==> src/rtl/cpu_pkg.sv <==
// Shared definitions for the RISC controller: opcodes, ALU select codes,
// controller step states and the bundled strobe record.
package cpu_pkg;

   localparam logic [4:0] OP_LD   = 5'd0;
   localparam logic [4:0] OP_LDI  = 5'd1;
   localparam logic [4:0] OP_ST   = 5'd2;
   localparam logic [4:0] OP_ADD  = 5'd3;
   localparam logic [4:0] OP_SUB  = 5'd4;
   localparam logic [4:0] OP_AND  = 5'd5;
   localparam logic [4:0] OP_OR   = 5'd6;
   localparam logic [4:0] OP_ROR  = 5'd7;
   localparam logic [4:0] OP_ROL  = 5'd8;
   localparam logic [4:0] OP_SHR  = 5'd9;
   localparam logic [4:0] OP_SHL  = 5'd11;
   localparam logic [4:0] OP_ADDI = 5'd12;
   localparam logic [4:0] OP_ANDI = 5'd13;
   localparam logic [4:0] OP_ORI  = 5'd14;
   localparam logic [4:0] OP_DIV  = 5'd15;
   localparam logic [4:0] OP_MUL  = 5'd16;
   localparam logic [4:0] OP_NEG  = 5'd17;
   localparam logic [4:0] OP_NOT  = 5'd18;
   localparam logic [4:0] OP_JR   = 5'd20;
   localparam logic [4:0] OP_IN   = 5'd22;
   localparam logic [4:0] OP_MFHI = 5'd24;
   localparam logic [4:0] OP_MFLO = 5'd25;
   localparam logic [4:0] OP_NOP  = 5'd26;
   localparam logic [4:0] OP_HALT = 5'd27;

   localparam logic [3:0] ALU_ADD = 4'd0;
   localparam logic [3:0] ALU_SUB = 4'd1;
   localparam logic [3:0] ALU_AND = 4'd2;
   localparam logic [3:0] ALU_OR  = 4'd3;
   localparam logic [3:0] ALU_SHR = 4'd4;
   localparam logic [3:0] ALU_SHL = 4'd5;
   localparam logic [3:0] ALU_ROR = 4'd6;
   localparam logic [3:0] ALU_ROL = 4'd7;
   localparam logic [3:0] ALU_MUL = 4'd8;
   localparam logic [3:0] ALU_DIV = 4'd9;
   localparam logic [3:0] ALU_NEG = 4'd10;
   localparam logic [3:0] ALU_NOT = 4'd11;

   localparam logic [3:0] ST_T0   = 4'd0;
   localparam logic [3:0] ST_T1   = 4'd1;
   localparam logic [3:0] ST_T2   = 4'd2;
   localparam logic [3:0] ST_T3   = 4'd3;
   localparam logic [3:0] ST_T4   = 4'd4;
   localparam logic [3:0] ST_T5   = 4'd5;
   localparam logic [3:0] ST_T6   = 4'd6;
   localparam logic [3:0] ST_T7   = 4'd7;
   localparam logic [3:0] ST_HALT = 4'd8;

   typedef struct packed {
      logic       pc_out;
      logic       inc_pc;
      logic       pc_in;
      logic       mar_in;
      logic       mdr_in;
      logic       mdr_read;
      logic       mdr_out;
      logic       ir_in;
      logic       y_in;
      logic       z_in;
      logic       zlow_out;
      logic       zhigh_out;
      logic       hi_in;
      logic       lo_in;
      logic       hi_out;
      logic       lo_out;
      logic       c_out;
      logic       inport_out;
      logic       mem_write;
      logic [3:0] alu_sel;
      logic       gra;
      logic       grb;
      logic       grc;
      logic       rin_req;
      logic       rout_req;
      logic       ba;
   } strobe_t;

   function automatic logic is_imm(input logic [4:0] op);
      return (op == OP_ADDI) || (op == OP_ANDI) || (op == OP_ORI);
   endfunction

   function automatic logic [3:0] alu_of_op(input logic [4:0] op);
      case (op)
         OP_SUB:          return ALU_SUB;
         OP_AND, OP_ANDI: return ALU_AND;
         OP_OR,  OP_ORI:  return ALU_OR;
         OP_SHR:          return ALU_SHR;
         OP_SHL:          return ALU_SHL;
         OP_ROR:          return ALU_ROR;
         OP_ROL:          return ALU_ROL;
         OP_MUL:          return ALU_MUL;
         OP_DIV:          return ALU_DIV;
         OP_NEG:          return ALU_NEG;
         OP_NOT:          return ALU_NOT;
         default:         return ALU_ADD;
      endcase
   endfunction

endpackage

==> src/rtl/control_unit_sel_encode.sv <==
// Register-field selector: picks ra/rb/rc from the IR and expands it into the
// one-hot Rin/Rout enables, dropping Rout for a zero base register.
module sel_encode
   import cpu_pkg::*;
(
   input  logic [31:0] ir_i,
   input  logic        gra_i,
   input  logic        grb_i,
   input  logic        grc_i,
   input  logic        rin_i,
   input  logic        rout_i,
   input  logic        ba_i,
   output logic [15:0] rin_o,
   output logic [15:0] rout_o
);

   logic [3:0] sel;
   logic       base_zero;
   logic       unused_ir;

   always_comb begin
      sel = 4'd0;
      if (gra_i)      sel = ir_i[26:23];
      else if (grb_i) sel = ir_i[22:19];
      else if (grc_i) sel = ir_i[18:15];
   end

   // r0 used as a base means "no base": the address is C alone.
   assign base_zero = ba_i && (sel == 4'd0);

   assign rin_o     = rin_i ? (16'd1 << sel) : 16'd0;
   assign rout_o    = (rout_i && !base_zero) ? (16'd1 << sel) : 16'd0;
   assign unused_ir = ^{ir_i[31:27], ir_i[14:0]};

endmodule

==> src/rtl/control_unit.sv <==
// Hardwired multi-cycle controller: step counter T0..T7/HALT plus a
// combinational decode of (step, IR) into every datapath strobe.
module control_unit
   import cpu_pkg::*;
(
   input  logic        clk,
   input  logic        clr,
   input  logic        stop,
   input  logic [31:0] ir,
   output logic        run,
   output logic        mem_write,
   output logic [15:0] Rin,
   output logic [15:0] Rout,
   output logic        PCout,
   output logic        IncPC,
   output logic        PCin,
   output logic        MARin,
   output logic        MDRin,
   output logic        MDRread,
   output logic        MDRout,
   output logic        IRin,
   output logic        Yin,
   output logic        ZIn,
   output logic        ZLowout,
   output logic        ZHighout,
   output logic        HIin,
   output logic        LOin,
   output logic        HIout,
   output logic        LOout,
   output logic        Cout,
   output logic        InPortout,
   output logic [3:0]  ALUselect,
   output logic [31:0] c_sign_extended
);

   logic [3:0] state_q, state_d;
   logic [4:0] op;
   strobe_t    ctl;

   assign op = ir[31:27];

   always_ff @(posedge clk or posedge clr) begin
      if (clr) state_q <= ST_T0;
      else     state_q <= state_d;
   end

   always_comb begin
      ctl     = '0;
      state_d = state_q;
      case (state_q)
         ST_T0: begin
            // A stop request wins over the fetch so the PC is left untouched.
            if (stop) begin
               state_d = ST_HALT;
            end else begin
               ctl.pc_out = 1'b1;
               ctl.mar_in = 1'b1;
               ctl.inc_pc = 1'b1;
               state_d    = ST_T1;
            end
         end
         ST_T1: begin
            ctl.mdr_read = 1'b1;
            ctl.mdr_in   = 1'b1;
            state_d      = ST_T2;
         end
         ST_T2: begin
            ctl.mdr_out = 1'b1;
            ctl.ir_in   = 1'b1;
            state_d     = ST_T3;
         end
         ST_HALT: state_d = ST_HALT;
         default: begin
            state_d = ST_T0;
            case (op)
               OP_ADD, OP_SUB, OP_AND, OP_OR, OP_SHR, OP_SHL, OP_ROR, OP_ROL,
               OP_ADDI, OP_ANDI, OP_ORI: begin
                  case (state_q)
                     ST_T3: begin
                        ctl.grb = 1'b1; ctl.rout_req = 1'b1; ctl.y_in = 1'b1;
                        state_d = ST_T4;
                     end
                     ST_T4: begin
                        if (is_imm(op)) ctl.c_out = 1'b1;
                        else begin ctl.grc = 1'b1; ctl.rout_req = 1'b1; end
                        ctl.alu_sel = alu_of_op(op);
                        ctl.z_in    = 1'b1;
                        state_d     = ST_T5;
                     end
                     ST_T5: begin
                        ctl.zlow_out = 1'b1; ctl.gra = 1'b1; ctl.rin_req = 1'b1;
                     end
                     default: ;
                  endcase
               end
               OP_MUL, OP_DIV: begin
                  case (state_q)
                     ST_T3: begin
                        ctl.gra = 1'b1; ctl.rout_req = 1'b1; ctl.y_in = 1'b1;
                        state_d = ST_T4;
                     end
                     ST_T4: begin
                        ctl.grb = 1'b1; ctl.rout_req = 1'b1; ctl.z_in = 1'b1;
                        ctl.alu_sel = alu_of_op(op);
                        state_d = ST_T5;
                     end
                     ST_T5: begin
                        ctl.zlow_out = 1'b1; ctl.lo_in = 1'b1;
                        state_d = ST_T6;
                     end
                     ST_T6: begin
                        ctl.zhigh_out = 1'b1; ctl.hi_in = 1'b1;
                     end
                     default: ;
                  endcase
               end
               OP_NEG, OP_NOT: begin
                  if (state_q == ST_T3) begin
                     ctl.grb = 1'b1; ctl.rout_req = 1'b1; ctl.z_in = 1'b1;
                     ctl.alu_sel = alu_of_op(op);
                     state_d = ST_T4;
                  end else if (state_q == ST_T4) begin
                     ctl.zlow_out = 1'b1; ctl.gra = 1'b1; ctl.rin_req = 1'b1;
                  end
               end
               OP_LD, OP_LDI, OP_ST: begin
                  case (state_q)
                     ST_T3: begin
                        ctl.grb = 1'b1; ctl.rout_req = 1'b1; ctl.ba = 1'b1;
                        ctl.y_in = 1'b1;
                        state_d = ST_T4;
                     end
                     ST_T4: begin
                        ctl.c_out = 1'b1; ctl.alu_sel = ALU_ADD; ctl.z_in = 1'b1;
                        state_d = ST_T5;
                     end
                     ST_T5: begin
                        ctl.zlow_out = 1'b1;
                        if (op == OP_LDI) begin
                           ctl.gra = 1'b1; ctl.rin_req = 1'b1;
                        end else begin
                           ctl.mar_in = 1'b1;
                           state_d    = ST_T6;
                        end
                     end
                     ST_T6: begin
                        ctl.mdr_in = 1'b1;
                        // Store loads MDR from the bus, so the memory read path stays off.
                        if (op == OP_ST) begin
                           ctl.gra = 1'b1; ctl.rout_req = 1'b1;
                        end else begin
                           ctl.mdr_read = 1'b1;
                        end
                        state_d = ST_T7;
                     end
                     ST_T7: begin
                        if (op == OP_ST) begin
                           ctl.mem_write = 1'b1;
                        end else begin
                           ctl.mdr_out = 1'b1; ctl.gra = 1'b1; ctl.rin_req = 1'b1;
                        end
                     end
                     default: ;
                  endcase
               end
               OP_MFHI, OP_MFLO: begin
                  if (state_q == ST_T3) begin
                     ctl.hi_out  = (op == OP_MFHI);
                     ctl.lo_out  = (op == OP_MFLO);
                     ctl.gra     = 1'b1;
                     ctl.rin_req = 1'b1;
                  end
               end
               OP_JR: begin
                  if (state_q == ST_T3) begin
                     ctl.gra = 1'b1; ctl.rout_req = 1'b1; ctl.pc_in = 1'b1;
                  end
               end
               OP_IN: begin
                  if (state_q == ST_T3) begin
                     ctl.inport_out = 1'b1; ctl.gra = 1'b1; ctl.rin_req = 1'b1;
                  end
               end
               OP_HALT: begin
                  if (state_q == ST_T3) state_d = ST_HALT;
               end
               default: ;
            endcase
         end
      endcase
      if (clr) ctl = '0;
   end

   sel_encode u_sel (
      .ir_i   (ir),
      .gra_i  (ctl.gra),
      .grb_i  (ctl.grb),
      .grc_i  (ctl.grc),
      .rin_i  (ctl.rin_req),
      .rout_i (ctl.rout_req),
      .ba_i   (ctl.ba),
      .rin_o  (Rin),
      .rout_o (Rout)
   );

   assign run             = (state_q != ST_HALT);
   assign mem_write       = ctl.mem_write;
   assign PCout           = ctl.pc_out;
   assign IncPC           = ctl.inc_pc;
   assign PCin            = ctl.pc_in;
   assign MARin           = ctl.mar_in;
   assign MDRin           = ctl.mdr_in;
   assign MDRread         = ctl.mdr_read;
   assign MDRout          = ctl.mdr_out;
   assign IRin            = ctl.ir_in;
   assign Yin             = ctl.y_in;
   assign ZIn             = ctl.z_in;
   assign ZLowout         = ctl.zlow_out;
   assign ZHighout        = ctl.zhigh_out;
   assign HIin            = ctl.hi_in;
   assign LOin            = ctl.lo_in;
   assign HIout           = ctl.hi_out;
   assign LOout           = ctl.lo_out;
   assign Cout            = ctl.c_out;
   assign InPortout       = ctl.inport_out;
   assign ALUselect       = ctl.alu_sel;
   assign c_sign_extended = {{13{ir[18]}}, ir[18:0]};

endmodule
==> config.mk <==
export PLATFORM = sky130hd
export DESIGN_NAME = control_unit
export DESIGN_NICKNAME = d
export VERILOG_FILES = /design/src/rtl/cpu_pkg.sv /design/src/rtl/control_unit_sel_encode.sv /design/src/rtl/control_unit.sv
export SDC_FILE = /design/constraint.sdc
export NUM_CORES = 1
export LEC_CHECK = 0
export CORE_MARGIN = 1
export CORE_UTILIZATION = 50
export CTS_BUF_LIST = sky130_fd_sc_hd__clkbuf_16
export DETAILED_ROUTE_END_ITERATION = 7
export DONT_BUFFER_PORTS = 1
export SYNTH_ARGS = -nofsm -noshare
export SYNTH_HDL_FRONTEND = slang
export SYNTH_SLANG_ARGS = --single-unit
==> constraint.sdc <==
create_clock -name clk -period 8.4 [get_ports clk]
set_input_delay 1.68 -clock clk [delete_from_list [all_inputs] [get_ports clk]]
set_output_delay 1.68 -clock clk [all_outputs]
set_load 0.02 [all_outputs]
# Word-level counts from Yosys, hierarchy flattened
# Memories as Yosys holds them, arrays and structs flattened.
# Cells that the tools add are included.
totals:
  regBits: 4
  romBits: 384
  elab_cells: 125
  memories: 3
op_classes:
  eq_ne: 31
  n_shift: 1
  muxes: 66
  reduce_logical: 23
mem_list:
  columns: ["name", "depth", "word_bits", "rd", "rd_clocked_by_memory_dff", "write_ports", "line_no", "source"]
  rows:
  - ["(name not given)", 32, 4, 1, 0, 0, "cpu_pkg.sv:87", "case (op)"]
  - ["(name not given)", 32, 4, 1, 0, 0, "cpu_pkg.sv:87", null]
  - ["(name not given)", 32, 4, 1, 0, 0, "cpu_pkg.sv:87", null]
op_table:
  columns: ["op", "count"]
  rows:
  - ["5-bit equality test (second input constant)", 8]
  - ["4-bit two-way mux", 9]
  - ["5-bit by 4-bit equality test with 1-bit output (second input constant)", 7]
  - ["16-bit two-way mux", 2]
  - ["16-bit OR reduction", 2]
  - ["29-bit two-way mux", 1]
  - ["1-bit two-way mux", 25]
  - ["21-bit two-way mux", 1]
  - ["5-bit by 3-bit equality test with 1-bit output (second input constant)", 4]
  - ["4-bit one-hot mux with 5 select lines", 1]
  - ["3-bit OR reduction", 6]
  - ["4-bit by 3-bit equality test with 1-bit output (second input constant)", 4]
  - ["4-bit one-hot mux with 4 select lines", 1]
  - ["1-bit by 4-bit left shift with 16-bit output (first input constant)", 1]
  - ["1-bit one-hot mux with 2 select lines", 7]
  - ["2-bit two-way mux", 6]
  - ["1-bit one-hot mux with 4 select lines", 3]
  - ["3-bit one-hot mux with 4 select lines", 1]
  - ["4-bit one-hot mux with 3 select lines", 1]
  - ["11-bit OR reduction", 1]
  - ["5-bit by 2-bit equality test with 1-bit output (second input constant)", 2]
  - ["3-bit two-way mux", 3]
  - ["3-bit one-hot mux with 3 select lines", 1]
  - ["4-bit by 2-bit equality test with 1-bit output (second input constant)", 2]
  - ["other kinds (15)", 22]

# Logic depth before layout (Yosys ltp)
# Gate-level depths: netlist (run 1).
logic_depth:
  depth_word: 16
  depth_mapped: 12

# Modules after synthesis
# Synthesis (run 1) repeated with hierarchy kept, for this count alone.
unflattened:
  cells_unflattened: 260
  area_unflattened_um2: 1754.2
modules_own_cells:
  columns: ["mod", "n_inst", "cells_each", "area_each_um2"]
  rows:
  - ["control_unit", 1, 195, 1302.5]
  - ["sel_encode", 1, 65, 451.7]

# Worst setup path before layout (run 1)
# OpenSTA, ideal clock, no wires.
synth_path:
  path_type: "input to output"
  start: "input port ir[27]"
  end: "output port Rout[2]"
  arrival_time_ps: 4106
  slack_ps: 2614
  stages: 10
  n_path_buf: 1
  cell_sequence: "inv_1 > ha_1 > buf_4 > or2_4 > o311a_4 > o31a_1 > a22o_1 > or3_1 > a21o_1 > a21oi_1"
synth_between:
  elab_chain_len: 16
synth_lines:
  columns: ["item", "line_no", "source"]
  rows:
  - ["start: declaration", "control_unit.sv:9", "input logic [31:0] ir,"]
  - ["5-bit by 4-bit equality test with 1-bit output", "cpu_pkg.sv:83, control_unit.sv:75", null]
  - ["1-bit logical OR (2 in a row)", "cpu_pkg.sv:83", "return (op == OP_ADDI) || (op == OP_ANDI) || (op == OP_ORI);"]
  - ["1-bit two-way mux", "control_unit.sv:84", "if (is_imm(op)) ctl.c_out = 1'b1;"]
  - ["1-bit two-way mux", "control_unit.sv:78", "case (state_q)"]
  - ["1-bit two-way mux", "control_unit.sv:75", "case (op)"]
  - ["21-bit two-way mux *", "control_unit.sv:50", "case (state_q)"]
  - ["29-bit two-way mux *", "control_unit.sv:191", "if (clr) ctl = '0;"]
  - ["4-bit two-way mux", "control_unit_sel_encode.sv:25", "else if (grc_i) sel = ir_i[18:15];"]
  - ["4-bit two-way mux", "control_unit_sel_encode.sv:24", "else if (grb_i) sel = ir_i[22:19];"]
  - ["4-bit two-way mux", "control_unit_sel_encode.sv:23", "if (gra_i) sel = ir_i[26:23];"]
  - ["4-bit logical NOT", "control_unit_sel_encode.sv:29", "assign base_zero = ba_i && (sel == 4'd0);"]
  - ["1-bit logical AND", "control_unit_sel_encode.sv:29", null]
  - ["1-bit logical NOT", "control_unit_sel_encode.sv:32", "assign rout_o = (rout_i && !base_zero) ? (16'd1 << sel) : 16'd0;"]
  - ["1-bit logical AND", "control_unit_sel_encode.sv:32", null]
  - ["16-bit two-way mux *", "control_unit_sel_encode.sv:32", null]
  - ["end: declaration", "control_unit.sv:13", "output logic [15:0] Rout,"]
# Every way passes the cells marked *; elsewhere a longest branch is shown, timed or not.

# Final worst setup path (run 1)
layout_path:
  start: "input port ir[27]"
  end: "output port Rin[7]"
layout_between:
  elab_chain_len: 13
layout_lines:
  columns: ["item", "line_no", "source"]
  rows:
  - ["5-bit by 4-bit equality test with 1-bit output", "cpu_pkg.sv:83, control_unit.sv:75", null]
  - ["1-bit logical OR (2 in a row)", "cpu_pkg.sv:83", null]
  - ["1-bit two-way mux", "control_unit.sv:84", null]
  - ["1-bit two-way mux", "control_unit.sv:78", null]
  - ["1-bit two-way mux", "control_unit.sv:75", null]
  - ["21-bit two-way mux *", "control_unit.sv:50", null]
  - ["29-bit two-way mux *", "control_unit.sv:191", null]
  - ["4-bit two-way mux", "control_unit_sel_encode.sv:25", null]
  - ["4-bit two-way mux", "control_unit_sel_encode.sv:24", null]
  - ["4-bit two-way mux", "control_unit_sel_encode.sv:23", null]
  - ["1-bit by 4-bit left shift with 16-bit output", "control_unit_sel_encode.sv:31", "assign rin_o = rin_i ? (16'd1 << sel) : 16'd0;"]
  - ["16-bit two-way mux *", "control_unit_sel_encode.sv:31", null]
  - ["end: declaration", "control_unit.sv:12", "output logic [15:0] Rin,"]
# Marks and branches as above.

==> metrics.md, run 1 <==
| Metric | Value |
|---|---|
| Syn. warnings | `0` |
| Initial Util | `53.0%` |
| Reg clk slew, reported paths | `0.03 ns` |
| Critical-path maximum fanout | `14` |
| Fin Clk Skew | `0.000770 ns` |
| DRT Wirelength | `5830 um` |
| Complex-gate fraction of the synthesized area | `25.5%` |
| Core area | `4060 um^2` |
| Layout cell share with drive strength beyond 1 | `8.07%` |
| H-Tree Depth | `1` |
| Mapped Nets | `375` |
| PostCTS Resize Cnt | `0` |
| Sequential cell area | `100 um^2` |
| Via count | `2,181` |
| Unrepaired setup endpoints after global routing | `false` |
| # rows | `23` |
| Max-Cap Viols | `0` |
| PwrDens | `122 nW/um^2` |
| Switch share | `46.5%` |
| Leakage power | `0.665 nW` |
| Worst-Margin Slew | `1.04 ns` |
| Die area | `4570 um^2` |
| GP Congestion | `0.885` |
| Number of global-route vias before repair | `1,890` |
| Synthesis-to-finish area growth | `-8.96%` |
| Iteration-0 DRC count of the detailed router | `167` |
| Setup slack after layout | `2.30 ns` |
| Syn avg cell area | `6.46 um^2` |
| Post-synth top area share | `12.6%` |
| PortBufs | `0` |
| Startpoint types | `input port` |
| TNS Setup | `0 ns` |
| Slew Limit Fails | `0` |
| Synth Flop Type | `dfrtp_1` |
| Top reg by flops | `state_q` |
| Yosys reg bits | `4` |
| Hold bufs inserted after CTS | `0` |
| First-pass GRT wire length | `9180 um` |
| Fill cells | `424` |
| TritonCTS Sinks | `4` |
| Pre-CTS setup slack | `2.34 ns` |
| Final Hold Fails | `0` |
| Top Metal Used | `met4` |
| Post-synthesis xor/xnor area fraction | `0%` |
| TritonCTS clock tree | `built` |
| Main combinational cell family by area after synthesis | `simple AND/OR/NAND/NOR gates` |
| CTS Buffer Depth | `2` |
| Post-synth EDFFs | `0` |
| Detailed Routing Iterations Pass 1 | `5` |
| Inserted Clock Buffers | `3` |
| Multi-input gate area | `1660 um^2` |
| Top cells by area, synth | `buf_4 (13%), nor2_1 (11%), mux2i_1 (6.1%), a21oi_1 (5.1%), dfrtp_1 (4.7%)` |
| Post-detail-place hpwl | `4440 um` |
| Gr usage total | `25.5%` |
| Synth Cell Area | `2150 um^2` |
| Max Fclk | `0.164 GHz` |
| Vias per cell | `6.51` |
| Fin crit share | `72.7%` |
| Distinct cells, synth | `61` |
| Largest register FFs | `4` |
| Sequential Power Share | `21.5%` |
| Ys async rst share | `100%` |
| Rel. slew slack | `29.4%` |
| WL per Instance | `17.4 um` |
| Final Critical Period | `6.10 ns` |
| Max VDD drop | `0.163 mV` |
| Internal power | `0.128 mW` |
| Proportion of power drawn by combinational gates | `47.9%` |
| Mux contribution to synthesized area | `6.57%` |
| Clock power share | `30.5%` |
| Final setup viols | `0` |
| Die W | `67.6 um` |
| Post-DRT Antenna Nets | `0` |
| Length of routed wiring on met1 | `2450 um` |
| Setup crit end kind | `output port` |
| Number of antenna violations at the first check in global routing | `0` |
| Fin nets | `329` |
| CP Data Required Time | `6.72 ns` |
| Worst path arrival time | `4.42 ns` |
| Adder-cell share of the synthesized area | `4.54%` |
| Post-synth top area cell | `buf_4` |
| Largest net degree at the start of global routing | `30` |
| CTS root buf | `clkbuf_16` |
| Synth Area in Simple Gates | `40.2%` |
| Die H | `67.6 um` |
| Mapped Cells | `333` |
| I/O Pins | `123` |
| NetSw | `0.111 mW` |
| # diodes | `0` |
| Clk_lat worst skew | `0.22 ns` |
| Post-CTS Repair Setup Buffers | `0` |
| Worst hold path class | `reg2reg` |
| Drt drc | `0` |
| Status | `complete, no violations` |
| Critical path class | `in2out` |
| Top Registers | `state_q: 4 flops` |
| Met3 wire length | `417 um` |
| WL met2 | `2840 um` |
| Sequential share of the synthesized area | `4.65%` |
| Gr ovfl total | `0` |
## area by class of cell
class	count	area share, %
inverters	9	1.73
repair buffers	4	1.53
multi-input cells	265	84.6
flip-flops and latches	4	5.11
clock buffers	3	3.83
well taps	50	3.19
## metal layers
layer  vias up  global-route usage [%]
li1       1071                       -
met1       996                    32.2
met2        98                    42.5
met3        16                    4.22
met4         0                    10.1
met5         -                       0
## final timing paths
| path | startpoint | to | slack (ns) | cells past startpoint |
|---|---|---|---|---|
| worst max-delay path | ir[27] | Rin[7] | 2.30 | 9 |
| worst min-delay path | state_q[2]$_DFF_PP0_ | state_q[3]$_DFF_PP0_ | 0.69 | 1 |
| worst max register to register | state_q[1]$_DFF_PP0_ | state_q[2]$_DFF_PP0_ | 6.52 | 5 |
| worst min register to register | state_q[2]$_DFF_PP0_ | state_q[3]$_DFF_PP0_ | 0.69 | 1 |
| max in group asynchronous | clr | state_q[1]$_DFF_PP0_ | 7.00 | 1 |
| min in group asynchronous | clr | state_q[3]$_DFF_PP0_ | 1.24 | 1 |
## Yosys cell counts, types with 2 or more instances
library cell and number:
nand3_1 7, nor3_2 2, nand2b_1 10, nor3_1 19, nand4_1 2, a32oi_1 3, buf_6 2, dfrtp_1 4
a32o_1 4, o22a_1 2, a21o_1 2, clkbuf_1 10, a31oi_1 3, a211o_1 2, and2_1 3, or2_2 7
o21ai_0 14, mux2i_1 13, o211ai_1 2, or3_1 9, nand2_1 11, o31a_1 2, or4_1 2, nor2_1 65
o21ai_1 2, o311ai_0 3, inv_1 9, ha_1 7, nor2b_1 8, o22ai_1 3, buf_4 36, and2b_1 2
buf_2 6, a21oi_1 22, nand3b_1 6, nor3b_1 4
## critical path, stage by stage
cell and delay (ns):
inv_1 0.06, ha_1 0.34, or2_4 0.30, o311a_4 0.43, o31a_1 0.35, a21oi_1 0.49
and2b_1 0.24, nand3_1 0.10, a21oi_1 0.42
## cell usage in the layout (no fill, tap or decap), types with 6 or more instances in the layout
| master | Yosys | final |
|---|---|---|
| nor2_1 | 65 | 65 |
| a21oi_1 | 22 | 22 |
| nor3_1 | 19 | 19 |
| o21ai_0 | 14 | 14 |
| mux2i_1 | 13 | 13 |
| nand2_1 | 11 | 11 |
| nand2b_1 | 10 | 10 |
| inv_1 | 9 | 9 |
| or3_1 | 9 | 9 |
| nor2b_1 | 8 | 8 |
| nand3_1 | 7 | 7 |
| or2_2 | 7 | 7 |
| ha_1 | 7 | 7 |
| nand3b_1 | 6 | 6 |
## power by group through the flow
stage          combinational, mW  clock, mW  sequential [mW]
5_1_grt                    0.128     0.0762           0.0543
2_1_floorplan              0.137          0           0.0323
4_1_cts                    0.115     0.0750           0.0503
6_report                   0.115     0.0731           0.0515
3_3_place_gp               0.114          0           0.0513
3_5_place_dp               0.114          0           0.0506
## cell families (layout without fill, tap and decap cells)
family                   Yosys count  in the layout
buffers and inverters             64             16
flip-flops                         4              4
multiplexers                      14             14
AND/OR/NAND/NOR                  164            164
adder cells (fa/ha/maj)            8              8
AO/OA/AOI/OAI                     79             79
## stage by stage
step                total power [mW]  cell area [um^2]  instances  hold WS [ns]  utilization (%)
CTS                            0.240              1960        335         0.696             48.3
detailed placement             0.165              1880        332         0.690             46.4
floorplan                      0.170              2150        333         0.687                -
global placement               0.166              1880        332         0.691             46.4
finish                         0.239              1960        335         0.695             48.3
global route                   0.258              1960        335         0.748             48.3
(Power assumes the default switching activity.)
==> run 2: changes to the inputs <==
PLACE_DENSITY = 0.68   (was unset)
clock period = 5.5 ns   (was 8.4 ns; I/O delays follow)
==> metrics.md, run 2 (synthesized netlist as in run 1, its figures left out) <==
| Metric | Value |
|---|---|
| Post-Place Cells | `335 (was 332)` |
| Area after DPL | `1920 um^2 (was 1880 um^2)` |
| GP Congestion | `0.932 (was 0.885)` |
| Clk_lat worst skew | `0.22 ns (about the same)` |
| Gr ovfl total | `0 (unchanged)` |
| Final setup viols | `0 (unchanged)` |
| Post-DRT Antenna Nets | `0 (unchanged)` |
| # diodes | `0 (unchanged)` |
| Crit path launch | `ir[27] (unchanged)` |
| I/O Pins | `123 (unchanged)` |
| GR Layer Usage met3 | `7.09% (was 4.22%)` |
| Met2 Resource Use GR | `35.5% (was 42.5%)` |
| Worst reg2reg path depth | `5 (unchanged)` |
| CTS Buffer Depth | `2 (unchanged)` |
| Startpoint types | `input port (unchanged)` |
| Worst path arrival time | `3.98 ns (was 4.42 ns)` |
| Most frequent cells in the layout | `nor2_1 (65), a21oi_1 (22), nor3_1 (19) (unchanged)` |
| Max-Cap Viols | `0 (unchanged)` |
| RR Startpoint | `state_q[1]$_DFF_PP0_ (unchanged)` |
| Fin Clk Skew | `0.000731 ns (was 0.000770 ns)` |
| TNS Setup | `0 ns (unchanged)` |
| Layout cell share with drive strength beyond 1 | `9.03% (was 8.07%)` |
| Worst-Margin Slew | `1.03 ns (was 1.04 ns)` |
| Commonest non-fill, non-tap cell in the layout | `nor2_1 (unchanged)` |
| PortBufs | `0 (unchanged)` |
| Layout Cells excl Fill | `338 (was 335)` |
| DRT Wirelength | `5860 um (was 5830 um)` |
| First-pass GRT wire length | `9210 um (was 9180 um)` |
| Utilization after layout | `49.1% (was 48.3%)` |
| GR peak layer | `met1 (was met2)` |
| Via count | `2,282 (was 2,181)` |
| Iteration-0 DRC count of the detailed router | `253 (was 167)` |
| Die W | `67.6 um (unchanged)` |
| CTS root buf | `clkbuf_16 (unchanged)` |
| Detailed Routing Iterations Pass 1 | `5 (unchanged)` |
| Max Fclk | `0.197 GHz` |
| CP max-delay cell | `o21ai_2 (was a21oi_1)` |
| Critical path class | `in2out (unchanged)` |
| TritonCTS Sinks | `4 (unchanged)` |
| TritonCTS clock tree | `built (unchanged)` |
| Top Registers | `state_q: 4 flops (unchanged)` |
| GR met1 Demand/Resource | `38.2% (was 32.2%)` |
| CP Data Required Time | `4.40 ns (was 6.72 ns)` |
| Drt drc | `0 (unchanged)` |
| Vias per cell | `6.75 (was 6.51)` |
| Die H | `67.6 um (unchanged)` |
| Gr usage total | `25.5% (about the same)` |
| Max stage delay on crit path | `0.59 ns (was 0.49 ns)` |
| WL per Instance | `17.3 um (was 17.4 um)` |
| Number of global-route vias before repair | `1,931 (was 1,890)` |
| Setup slack after layout | `0.421 ns (was 2.30 ns)` |
| Inserted Clock Buffers | `3 (unchanged)` |
| Die area | `4570 um^2 (unchanged)` |
| Final Critical Period | `5.08 ns` |
| Number of antenna violations at the first check in global routing | `0 (unchanged)` |
| Unrepaired setup endpoints after global routing | `false (unchanged)` |
| Slew Limit Fails | `0 (unchanged)` |
| Fin nets | `332 (was 329)` |
| Top reg by flops | `state_q (unchanged)` |
| Largest net degree at the start of global routing | `21 (was 30)` |
| Fin area | `1990 um^2 (was 1960 um^2)` |
| Setup crit end kind | `output port (unchanged)` |
| Hold bufs inserted after CTS | `0 (unchanged)` |
| Pre-CTS setup slack | `0.465 ns (was 2.34 ns)` |
| Largest register FFs | `4 (unchanged)` |
| Final Hold Fails | `0 (unchanged)` |
| Rel. slew slack | `30.3% (was 29.4%)` |
| Power Total | `0.372 mW (was 0.239 mW)` |
| Max VDD drop | `0.220 mV (was 0.163 mV)` |
| Crit path cell chain | `inv_1, ha_1, or2_4, o311a_4, o21ai_0, o21ai_0, o21ai_2, mux2_2, nor3_2 (was inv_1, ha_1, or2_4, o311a_4, o31a_1, a21oi_1, and2b_1, nand3_1, a21oi_1)` |
| Critical-path maximum fanout | `18 (was 14)` |
| Worst hold path class | `in2async (was reg2reg)` |
| Post-detail-place hpwl | `4390 um (was 4440 um)` |
| Post-CTS Repair Setup Buffers | `0 (unchanged)` |
| Cell mode on critical path | `o21ai_0 (was a21oi_1)` |
| H-Tree Depth | `1 (unchanged)` |
| Initial Util | `53.0% (unchanged)` |
| Reg clk slew, reported paths | `0.03 ns (about the same)` |
| # rows | `23 (unchanged)` |
| PostCTS Resize Cnt | `0 (unchanged)` |
| Synthesis-to-finish area growth | `-7.33% (was -8.96%)` |
| Leakage power | `0.687 nW (was 0.665 nW)` |
| Worst hold slack | `0.657 ns (was 0.695 ns)` |
| Core area | `4060 um^2 (unchanged)` |
| Fin crit share | `92.4%` |
| PwrDens | `187 nW/um^2 (was 122 nW/um^2)` |
| Status | `complete, no violations (unchanged)` |
==> run 2: cell types whose count changed in the layout (fill, tap and decap cells not counted) <==
| cell | previous run | this run |
|---|---|---|
| buf_12 | 0 | 1 |
| buf_4 | 4 | 6 |
==> run 2: critical path, delay by kind of cell <==
kind	cells	cell delay [ns]
fa+ha+maj	1	0.34
mux	1	0.41
simple gates	2	0.61
compound gates	4	1.45
buf+inv	1	0.06
==> run 2: report_power, final <==
part	total, mW	switching [mW]	leakage, nW	internal, mW
registers	0.0802	0.0404	0.0520	0.0398
clock network	0.113	0.0199	0.0370	0.0928
logic	0.179	0.116	0.598	0.0636
total	0.372	0.176	0.687	0.196
==> run 2: worst paths after layout <==
path	endpoint	slack [ns]
setup / recovery	Rout[0]	0.42
hold / removal	state_q[2]$_DFF_PP0_	0.66
setup reg to reg	state_q[2]$_DFF_PP0_	3.66
hold reg to reg	state_q[3]$_DFF_PP0_	0.71
max in group asynchronous	state_q[3]$_DFF_PP0_	4.68
min in group clk	state_q[3]$_DFF_PP0_	0.71
==> run 2: area by class of cell <==
type	count	area (um^2)
Clock buffer	3	75.1
Fill cell	404	2060
Inverter	9	33.8
Multi-Input combinational cell	265	1660
Sequential cell	4	100
Tap cell	50	62.6
Timing Repair Buffer	7	65.1
==> run 2: layer usage <==
layer  share of wire, %  vias up
li1                   -     1077
met1                 45     1056
met2                 43      145
met3                 12        4
met4               0.14        0
met5                  0        -
==> run 3: changes to the inputs <==
CTS_CLUSTER_DIAMETER = 80   (was unset)
PLACE_DENSITY = 0.77   (was 0.68)
SYNTH_HIERARCHICAL = 1   (was unset)
==> metrics.md, run 3 <==
| Metric | Value |
|---|---|
| Status | `complete, no violations (unchanged)` |
| Inserted Clock Buffers | `3 (unchanged)` |
| Clk_lat worst skew | `0.22 ns (about the same)` |
| CP Data Required Time | `4.40 ns (about the same)` |
| TritonCTS Sinks | `4 (unchanged)` |
| Most frequent cells in the layout | `nor2_1 (52), nand2_1 (17), inv_1 (12), nor3_1 (12), a21oi_1 (11) (was nor2_1 (65), a21oi_1 (22), nor3_1 (19))` |
| Post-DRT Antenna Nets | `0 (unchanged)` |
| Top cells by area, synth | `buf_4 (17%), nor2_1 (11%), dfrtp_1 (5.7%), ha_1 (5.0%), nand3_2 (4.6%) (was buf_4 (13%), nor2_1 (11%), mux2i_1 (6.1%), a21oi_1 (5.1%), dfrtp_1 (4.7%))` |
| # diodes | `0 (unchanged)` |
| Post-synth top area share | `17.1% (was 12.6%)` |
| Number of global-route vias before repair | `1,406 (was 1,931)` |
| Worst path arrival time | `4.07 ns (was 3.98 ns)` |
| Post-synth top area cell | `buf_4 (unchanged)` |
| Max VDD drop | `0.225 mV (was 0.220 mV)` |
| Ys async rst share | `100% (unchanged)` |
| Synth Flop Type | `dfrtp_1 (unchanged)` |
| Post-synth EDFFs | `0 (unchanged)` |
| Fin crit share | `94.0% (was 92.4%)` |
| Vias per cell | `6.50 (was 6.75)` |
| GP Congestion | `0.990 (was 0.932)` |
| Initial Util | `52.6% (was 53.0%)` |
| Setup crit end kind | `output port (unchanged)` |
| Core area | `3340 um^2 (was 4060 um^2)` |
| Fill cells | `354 (was 404)` |
| Top Registers | `state_q: 4 flops (unchanged)` |
| Top cells by count, synth | `nor2_1 (52), buf_4 (40), nand2_1 (17), inv_1 (12), nor3_1 (12) (was nor2_1 (65), buf_4 (36), a21oi_1 (22), nor3_1 (19), o21ai_0 (14))` |
| Setup slack after layout | `0.328 ns (was 0.421 ns)` |
| Syn. warnings | `6 (was 0)` |
| Reg clk slew, reported paths | `0.03 ns (about the same)` |
| Sequential share of the synthesized area | `5.71% (was 4.65%)` |
| TNS Setup | `0 ns (unchanged)` |
| # rows | `21 (was 23)` |
| Iteration-0 DRC count of the detailed router | `116 (was 253)` |
| Slew Limit Fails | `0 (unchanged)` |
| CTS Buffer Depth | `2 (unchanged)` |
| Mapped Nets | `302 (was 375)` |
| Worst hold path class | `reg2reg (was in2async)` |
| PortBufs | `0 (unchanged)` |
| Layout cell share with drive strength beyond 1 | `14.7% (was 9.03%)` |
| Rel. slew slack | `28.8% (was 30.3%)` |
| Critical path class | `in2out (unchanged)` |
| Most frequent cell after synthesis | `nor2_1 (unchanged)` |
| Max Fclk | `0.193 GHz (was 0.197 GHz)` |
| CTS root buf | `clkbuf_16 (unchanged)` |
| Largest net degree at the start of global routing | `22 (was 21)` |
| Leakage power | `0.523 nW (was 0.687 nW)` |
| Largest register FFs | `4 (unchanged)` |
| Fin Clk Skew | `0.00158 ns (was 0.000731 ns)` |
| First-pass GRT wire length | `6580 um (was 9210 um)` |
| Via count | `1,716 (was 2,282)` |
| Startpoint types | `input port (unchanged)` |
| Synthesis-to-finish area growth | `-10.1% (was -7.33%)` |
| Final setup viols | `0 (unchanged)` |
| Mapped Cells | `260 (was 333)` |
| I/O Pins | `123 (unchanged)` |
| Commonest non-fill, non-tap cell in the layout | `nor2_1 (unchanged)` |
| Die H | `61.2 um (was 67.6 um)` |
| Final Critical Period | `5.17 ns (was 5.08 ns)` |
| Gr usage total | `23.1% (was 25.5%)` |
| Synth Cell Area | `1750 um^2 (was 2150 um^2)` |
| WL per Instance | `17.0 um (was 17.3 um)` |
| Yosys reg bits | `4 (unchanged)` |
| Post-CTS Repair Setup Buffers | `0 (unchanged)` |
| PwrDens | `196 nW/um^2 (was 187 nW/um^2)` |
| Die W | `61.2 um (was 67.6 um)` |
| Number of antenna violations at the first check in global routing | `0 (unchanged)` |
| Hold bufs inserted after CTS | `0 (unchanged)` |
| Final Hold Fails | `0 (unchanged)` |
| Syn avg cell area | `6.75 um^2 (was 6.46 um^2)` |
| Fin nets | `262 (was 332)` |
| Detailed Routing Iterations Pass 1 | `4 (was 5)` |
| Pre-CTS setup slack | `0.333 ns (was 0.465 ns)` |
| Post-detail-place hpwl | `3570 um (was 4390 um)` |
| H-Tree Depth | `1 (unchanged)` |
| Die area | `3750 um^2 (was 4570 um^2)` |
| Distinct cells, synth | `55 (was 61)` |
| TritonCTS clock tree | `built (unchanged)` |
| DRT Wirelength | `4490 um (was 5860 um)` |
| Critical-path maximum fanout | `8 (was 18)` |
| Unrepaired setup endpoints after global routing | `false (unchanged)` |
| Top reg by flops | `state_q (unchanged)` |
| Power Total | `0.309 mW (was 0.372 mW)` |
| Gr ovfl total | `0 (unchanged)` |
| Worst-Margin Slew | `1.06 ns (was 1.03 ns)` |
| Max-Cap Viols | `0 (unchanged)` |
| PostCTS Resize Cnt | `0 (unchanged)` |
| Drt drc | `0 (unchanged)` |
==> run 3: cell count changes after synthesis, moves of 5 or more <==
cell / change
a21oi_1: -11
clkbuf_1: -7
mux2i_1: -13
nand2_1: +6
nand3_2: +8
nor2_1: -13
nor2b_1: -5
nor3_1: -7
o21ai_0: -7
or2_2: -7
or3_1: -5
==> run 3: area by class of cell <==
class	instances	area (um^2)	area share (%)
inverter	12	45.0	2.86
sequential	4	100	6.35
clock buffer	3	75.1	4.76
tap	46	57.6	3.65
multi-input combinational	197	1280	81.4
timing repair buffer	2	15.0	0.952
==> run 3: worst max-delay path: stages <==
cell and delay (ns):
inv_1 0.06, ha_1 0.31, o21a_1 0.22, o311ai_1 0.56, a21oi_1 0.17, a211oi_2 0.29
a31oi_2 0.27, buf_4 0.26, a21oi_2 0.20, a22o_4 0.19, nand3_2 0.10, nor2_1 0.35
==> run 3: routing by layer <==
layer	wire length (um)	vias up	track usage, %
li1	-	799	-
met1	1820	798	30.1
met2	2160	113	38.7
met3	480	6	6.09
met4	29	0	3.90
met5	0	-	0
==> run 3: cells by family after synthesis <==
group / Yosys count / synth area share, %
xor gates and xnor gates: 1 / 0.499
AOI/OAI and AO/OA: 57 / 27.2
and+or+nand+nor: 131 / 39.2
DFF: 4 / 5.71
buffers and inverters: 59 / 21.8
adders and majority gates: 8 / 5.56
==> run 3: path summary, 6_finish.rpt <==
kind | end | cells past startpoint | start | slack, ns
max in group asynchronous | state_q[3]$_DFF_PP0_ | 1 | clr | 4.64
worst max-delay path | Rin[1] | 12 | ir[27] | 0.33
worst min-delay path | state_q[3]$_DFF_PP0_ | 1 | state_q[2]$_DFF_PP0_ | 0.66
min in group asynchronous | state_q[1]$_DFF_PP0_ | 1 | clr | 0.67
worst max register to register | state_q[2]$_DFF_PP0_ | 4 | state_q[3]$_DFF_PP0_ | 3.87
worst min register to register | state_q[3]$_DFF_PP0_ | 1 | state_q[2]$_DFF_PP0_ | 0.66
==> run 3: power breakdown <==
| group | internal [mW] | switching, mW |
|---|---|---|
| Combinational | 0.0423 | 0.0869 |
| Sequential | 0.0390 | 0.0285 |
| Clock | 0.0928 | 0.0200 |
==> run 3: through the flow <==
stage | utilization (%) | cell area (um^2) | hold slack [ns] | cells
floorplan | - | 1750 | 0.531 | 260
global placement | 45.0 | 1500 | 0.629 | 261
detailed placement | 45.0 | 1500 | 0.643 | 261
CTS | 47.2 | 1580 | 0.649 | 264
global route | 47.2 | 1580 | 0.686 | 264
finish | 47.2 | 1580 | 0.659 | 264
==> patch 1, RTL diff (config.mk and constraints of run 3) <==
Put a register stage on the output `MDRread`, without a reset. The value now appears one clock later. The other outputs are not delayed to match.
--- a/src/rtl/control_unit.sv
+++ b/src/rtl/control_unit.sv
@@ -212,3 +212,5 @@
    assign MDRin           = ctl.mdr_in;
-   assign MDRread         = ctl.mdr_read;
+   always_ff @(posedge clk) begin
+      MDRread <= ctl.mdr_read;
+   end
    assign MDRout          = ctl.mdr_out;
Check against the original RTL: not equivalent (Yosys sat finds a counterexample within 4 cycles, from zero or initial values).
==> patch 1 against run 3 <==
Via count down 3.8%. Utilization up 0.19 points. Design area up 2.0%. Sequential power up 31%. Routed wire length down 5.4%. Synthesized area up 2.6%. Sequential cell count up 1. Setup slack better by 0.11 ns. Worst hold slack better by 0.031 ns. Combinational power up 5%. Register-to-register slack worse by 0.03 ns. Power up 9.8%. Largest power group unchanged. Highest routed layer unchanged.
==> patch 1: results <==
grt:
  antenna_found_initial: 0
  grt_usage_pct: 21.28
  grt_max_degree: 21
  grt_pass1_vias: 1311
  grt_pass1_wl_um: 6265
cts:
  clk_pin_slew_ns: 0.03
  postCtsSetupBuffers: 0
  insertion_delay_ns: 0.22
  cts_resized: 0
  cts.htree.levels: 1
  clockBufferDepth: 2
  cts_made_buffers: 3
  clock-root-buffer: "clkbuf_16"
placed_design:
  dp_hpwl_um: 3349
  dp_slack_ns: 0.4140
  dpl_cell_area_mm2: 0.001529
  gp_congestion: 0.9600
  io_buffers: 0
status:
  status: "complete, no violations"
logic_synthesis:
  async_flop_share_pct: 80.00
  yosys_warnings: 6
  synthesis.nets: 310
  synth_ff_type: "dfrtp_1"
  synth_commonest_cells: "nor2_1 (53), buf_4 (38), nand2_1 (20)"
  yosysSeqAreaShare_pct: 6.676
  syn_area_per_cell_um2: 6.714
  synth.area.top_cells: "buf_4 (16%), nor2_1 (11%), dfrtp_1 (5.6%)"
  ys_types: 53
critical_path:
  cpLargestDelayFamily: "simple AND/OR/NAND/NOR gates"
  cp_slowest_cell: "or4b_1"
  cp.arrival_ns: 3.97
  critical-path-max-stage-delay_ns: 0.61
  critPathMaxFanout: 11
cells_and_area:
  fillers: 340
  drive_gt1_share_pct: 13.90
  syn_to_final_growth_pct: -10.64
  final_cells: 269
  antennaDiodeCount: 0
  reg.largest.list: "state_q: 4 flops, MDRread: 1 flops"
sta:
  finalSetupViolations: 0
  finalClockSkew_ns: 0.001378
  relSlewSlack_pct: 21.70
pwr:
  ir_drop_uv: 108.6
  p_leak_nw: 0.5582
route:
  first_pass_iters: 4
  drt_iter0_drc: 97
  vias: 1651
  wl_um: 4250
worst_hold_path:
  min_path_type: "primary input to asynchronous set/reset pin"
patch 1: where the power goes:
group          leakage [nW]  switching, mW  internal, mW
combinational         0.456         0.0867        0.0484
sequential           0.0602         0.0401        0.0485
clock                0.0423         0.0220        0.0940
total                 0.558          0.149         0.191
patch 1: worst paths after layout:
path	cells after the start	slack, ns	endpoint	start
worst min register to register	1	0.69	state_q[0]	state_q[3]
worst min-delay path	1	0.69	state_q[3]	clr
worst max-delay path	11	0.43	Rout[6]	ir[27]
min in group clk	1	0.69	state_q[0]	state_q[3]
max in group asynchronous	1	4.61	state_q[1]	clr
worst max register to register	5	3.84	state_q[2]	state_q[0]
patch 1: logic make-up (layout without fill, tap and decap cells):
| family | after synthesis | count (layout) | synth area share, % |
|---|---|---|---|
| and+or+nand+nor | 137 | 137 | 39.71 |
| buffers and inverters | 59 | 14 | 21.07 |
| AOI/OAI and AO/OA | 57 | 57 | 25.66 |
| adders and majority gates | 8 | 8 | 5.424 |
| DFF | 5 | 5 | 6.676 |
| xor gates and xnor gates | 1 | 1 | 0.9043 |
| muxes | 1 | 1 | 0.5564 |
patch 1: routing by layer:
metal / vias up / share of wire (%) / GRT usage [%]
met5: - / 0 / 0
met4: 0 / 0.96 / 3.492
met3: 10 / 8.4 / 3.106
met2: 89 / 47 / 32.37
met1: 739 / 44 / 31.93
li1: 813 / - / -
patch 1: final cells by class:
| cell class | count | area (um2) | area share (%) |
|---|---|---|---|
| clock inverters | 1 | 3.754 | 0.2335 |
| clock buffers | 3 | 75.07 | 4.669 |
| multi-input cells | 204 | 1306 | 81.25 |
| repair buffers | 2 | 15.01 | 0.9339 |
| inverters | 8 | 30.03 | 1.868 |
| flip-flops and latches | 5 | 120.1 | 7.471 |
| well taps | 46 | 57.56 | 3.580 |
==> patch 2, RTL diff (config.mk and constraints of run 3) <==
Made on the original files. `ALU_DIV`: 4'd9 -> 4'd4.
--- a/src/rtl/cpu_pkg.sv
+++ b/src/rtl/cpu_pkg.sv
@@ -38,3 +38,3 @@
    localparam logic [3:0] ALU_MUL = 4'd8;
-   localparam logic [3:0] ALU_DIV = 4'd9;
+   localparam logic [3:0] ALU_DIV = 4'd4;
    localparam logic [3:0] ALU_NEG = 4'd10;
Formal check against the unedited RTL: not equivalent (Yosys sat finds a counterexample within 10 cycles, from zero or initial values).
==> patch 2 against run 3 <==
Fmax is 1.8% higher. Synthesized area is 8.8% higher. Design area is 8.0% higher. Setup slack better by 0.091 ns. Power is 22% higher. Routed wire length is 6.4% higher. Combinational power is 37% higher. Sequential cell count stayed put.
==> patch 2: results <==
status:
  status: "complete, no violations"
logic_synthesis:
  ys_types: 60
  synth.area.top_cells: "buf_4 (16%), nor2_1 (11%), dfrtp_1 (5.2%)"
  synthesis.nets: 314
  yosysSeqAreaShare_pct: 5.242
  async_flop_share_pct: 100.0
  syn_inst: 273
  synth_ff_type: "dfrtp_1"
  synth_commonest_cells: "nor2_1 (54), buf_4 (40), nand2_1 (24)"
  yosys_warnings: 6
route:
  met3_length_um: 356
  wl_met2_um: 2299
  vias: 1740
  topRoutingLayerUsed: "met4"
  first_pass_iters: 5
  drt-met1-wl_um: 2054
  wl_um: 4780
  drt_iter0_drc: 247
cells_and_area:
  reg.largest.list: "state_q: 4 flops"
  antennaDiodeCount: 0
  final_cells: 275
  drive_gt1_share_pct: 18.94
pwr:
  p_leak_nw: 0.5259
  ir_drop_uv: 84.19
cts:
  cts_resized: 0
  clk_pin_slew_ns: 0.03
  clockBufferDepth: 2
  cts.htree.levels: 1
  postCtsSetupBuffers: 0
  cts_made_buffers: 3
  clock-root-buffer: "clkbuf_16"
  insertion_delay_ns: 0.23
worst_hold_path:
  min_path_type: "primary input to asynchronous set/reset pin"
sta:
  finalClockSkew_ns: 0.0005818
  relSlewSlack_pct: 31.10
  tns_ns: 0
critical_path:
  cp.arrival_ns: 3.98
  critPathMaxFanout: 12
  cp_slowest_cell: "nor3_4"
  critical-path-max-stage-delay_ns: 0.41
grt:
  grt_pass1_vias: 1534
  antenna_found_initial: 0
  grt_usage_pct: 23.51
  grt_max_degree: 19
  grt_pass1_wl_um: 7693
placed_design:
  io_buffers: 0
  gp_congestion: 0.9359
  dp_hpwl_um: 3710
  dp_slack_ns: 0.4400
## patch 2: logic make-up (layout without fill, tap and decap cells)
group | after synthesis | after routing | synth area share, %
buffers and inverters | 61 | 15 | 21.10
AND/OR/NAND/NOR | 140 | 140 | 39.97
adder cells (fa/ha/maj) | 7 | 7 | 4.521
XOR/XNOR | 1 | 1 | 0.4588
multiplexers | 1 | 1 | 0.5897
AO/OA/AOI/OAI | 59 | 59 | 28.11
flip-flops | 4 | 4 | 5.243
## patch 2: final cells by class
class / count / area [um2]
tap: 48 / 60.06
sequential: 4 / 100.1
clock buffer: 3 / 75.07
multi-input combinational: 208 / 1419
timing repair buffer: 1 / 7.507
fill: 372 / 1958
inverter: 11 / 41.29
## patch 2: worst paths after layout
check | from | endpoint | slack [ns] | cells after the start
worst max-delay path | ir[28] | Rout[0] | 0.42 | 11
worst max register to register | state_q[0] | state_q[3] | 3.88 | 3
min in group clk | state_q[2] | state_q[3] | 0.76 | 1
worst min register to register | state_q[2] | state_q[3] | 0.76 | 1
worst min-delay path | clr | state_q[0] | 0.70 | 1
max in group asynchronous | clr | state_q[3] | 4.58 | 1
## patch 2: metal layers
| metal | GRT usage [%] | up-vias |
|---|---|---|
| met5 | 0 | - |
| met4 | 8.807 | 0 |
| met3 | 3.036 | 9 |
| met2 | 35.77 | 73 |
| met1 | 33.30 | 832 |
| li1 | - | 826 |
## patch 2: worst max-delay path: cells and delay by family
family / cells / cell delay [ns]
buf+inv: 1 / 0.05
simple gates: 3 / 0.95
compound gates: 6 / 1.56
fa+ha+maj: 1 / 0.31
## patch 2: metrics by stage
stage / area (um2) / utilization (%)
floorplan: 1909 / -
global placement: 1628 / 44.46
detailed placement: 1628 / 44.46
CTS: 1703 / 46.51
global route: 1703 / 46.51
finish: 1703 / 46.51
## patch 2: where the power goes
| part | internal [mW] | switching, mW | total, mW |
|---|---|---|---|
| clock | 0.0931 | 0.0228 | 0.116 |
| combinational | 0.0629 | 0.114 | 0.177 |
| sequential | 0.0394 | 0.0448 | 0.0842 |
| total | 0.195 | 0.182 | 0.377 |
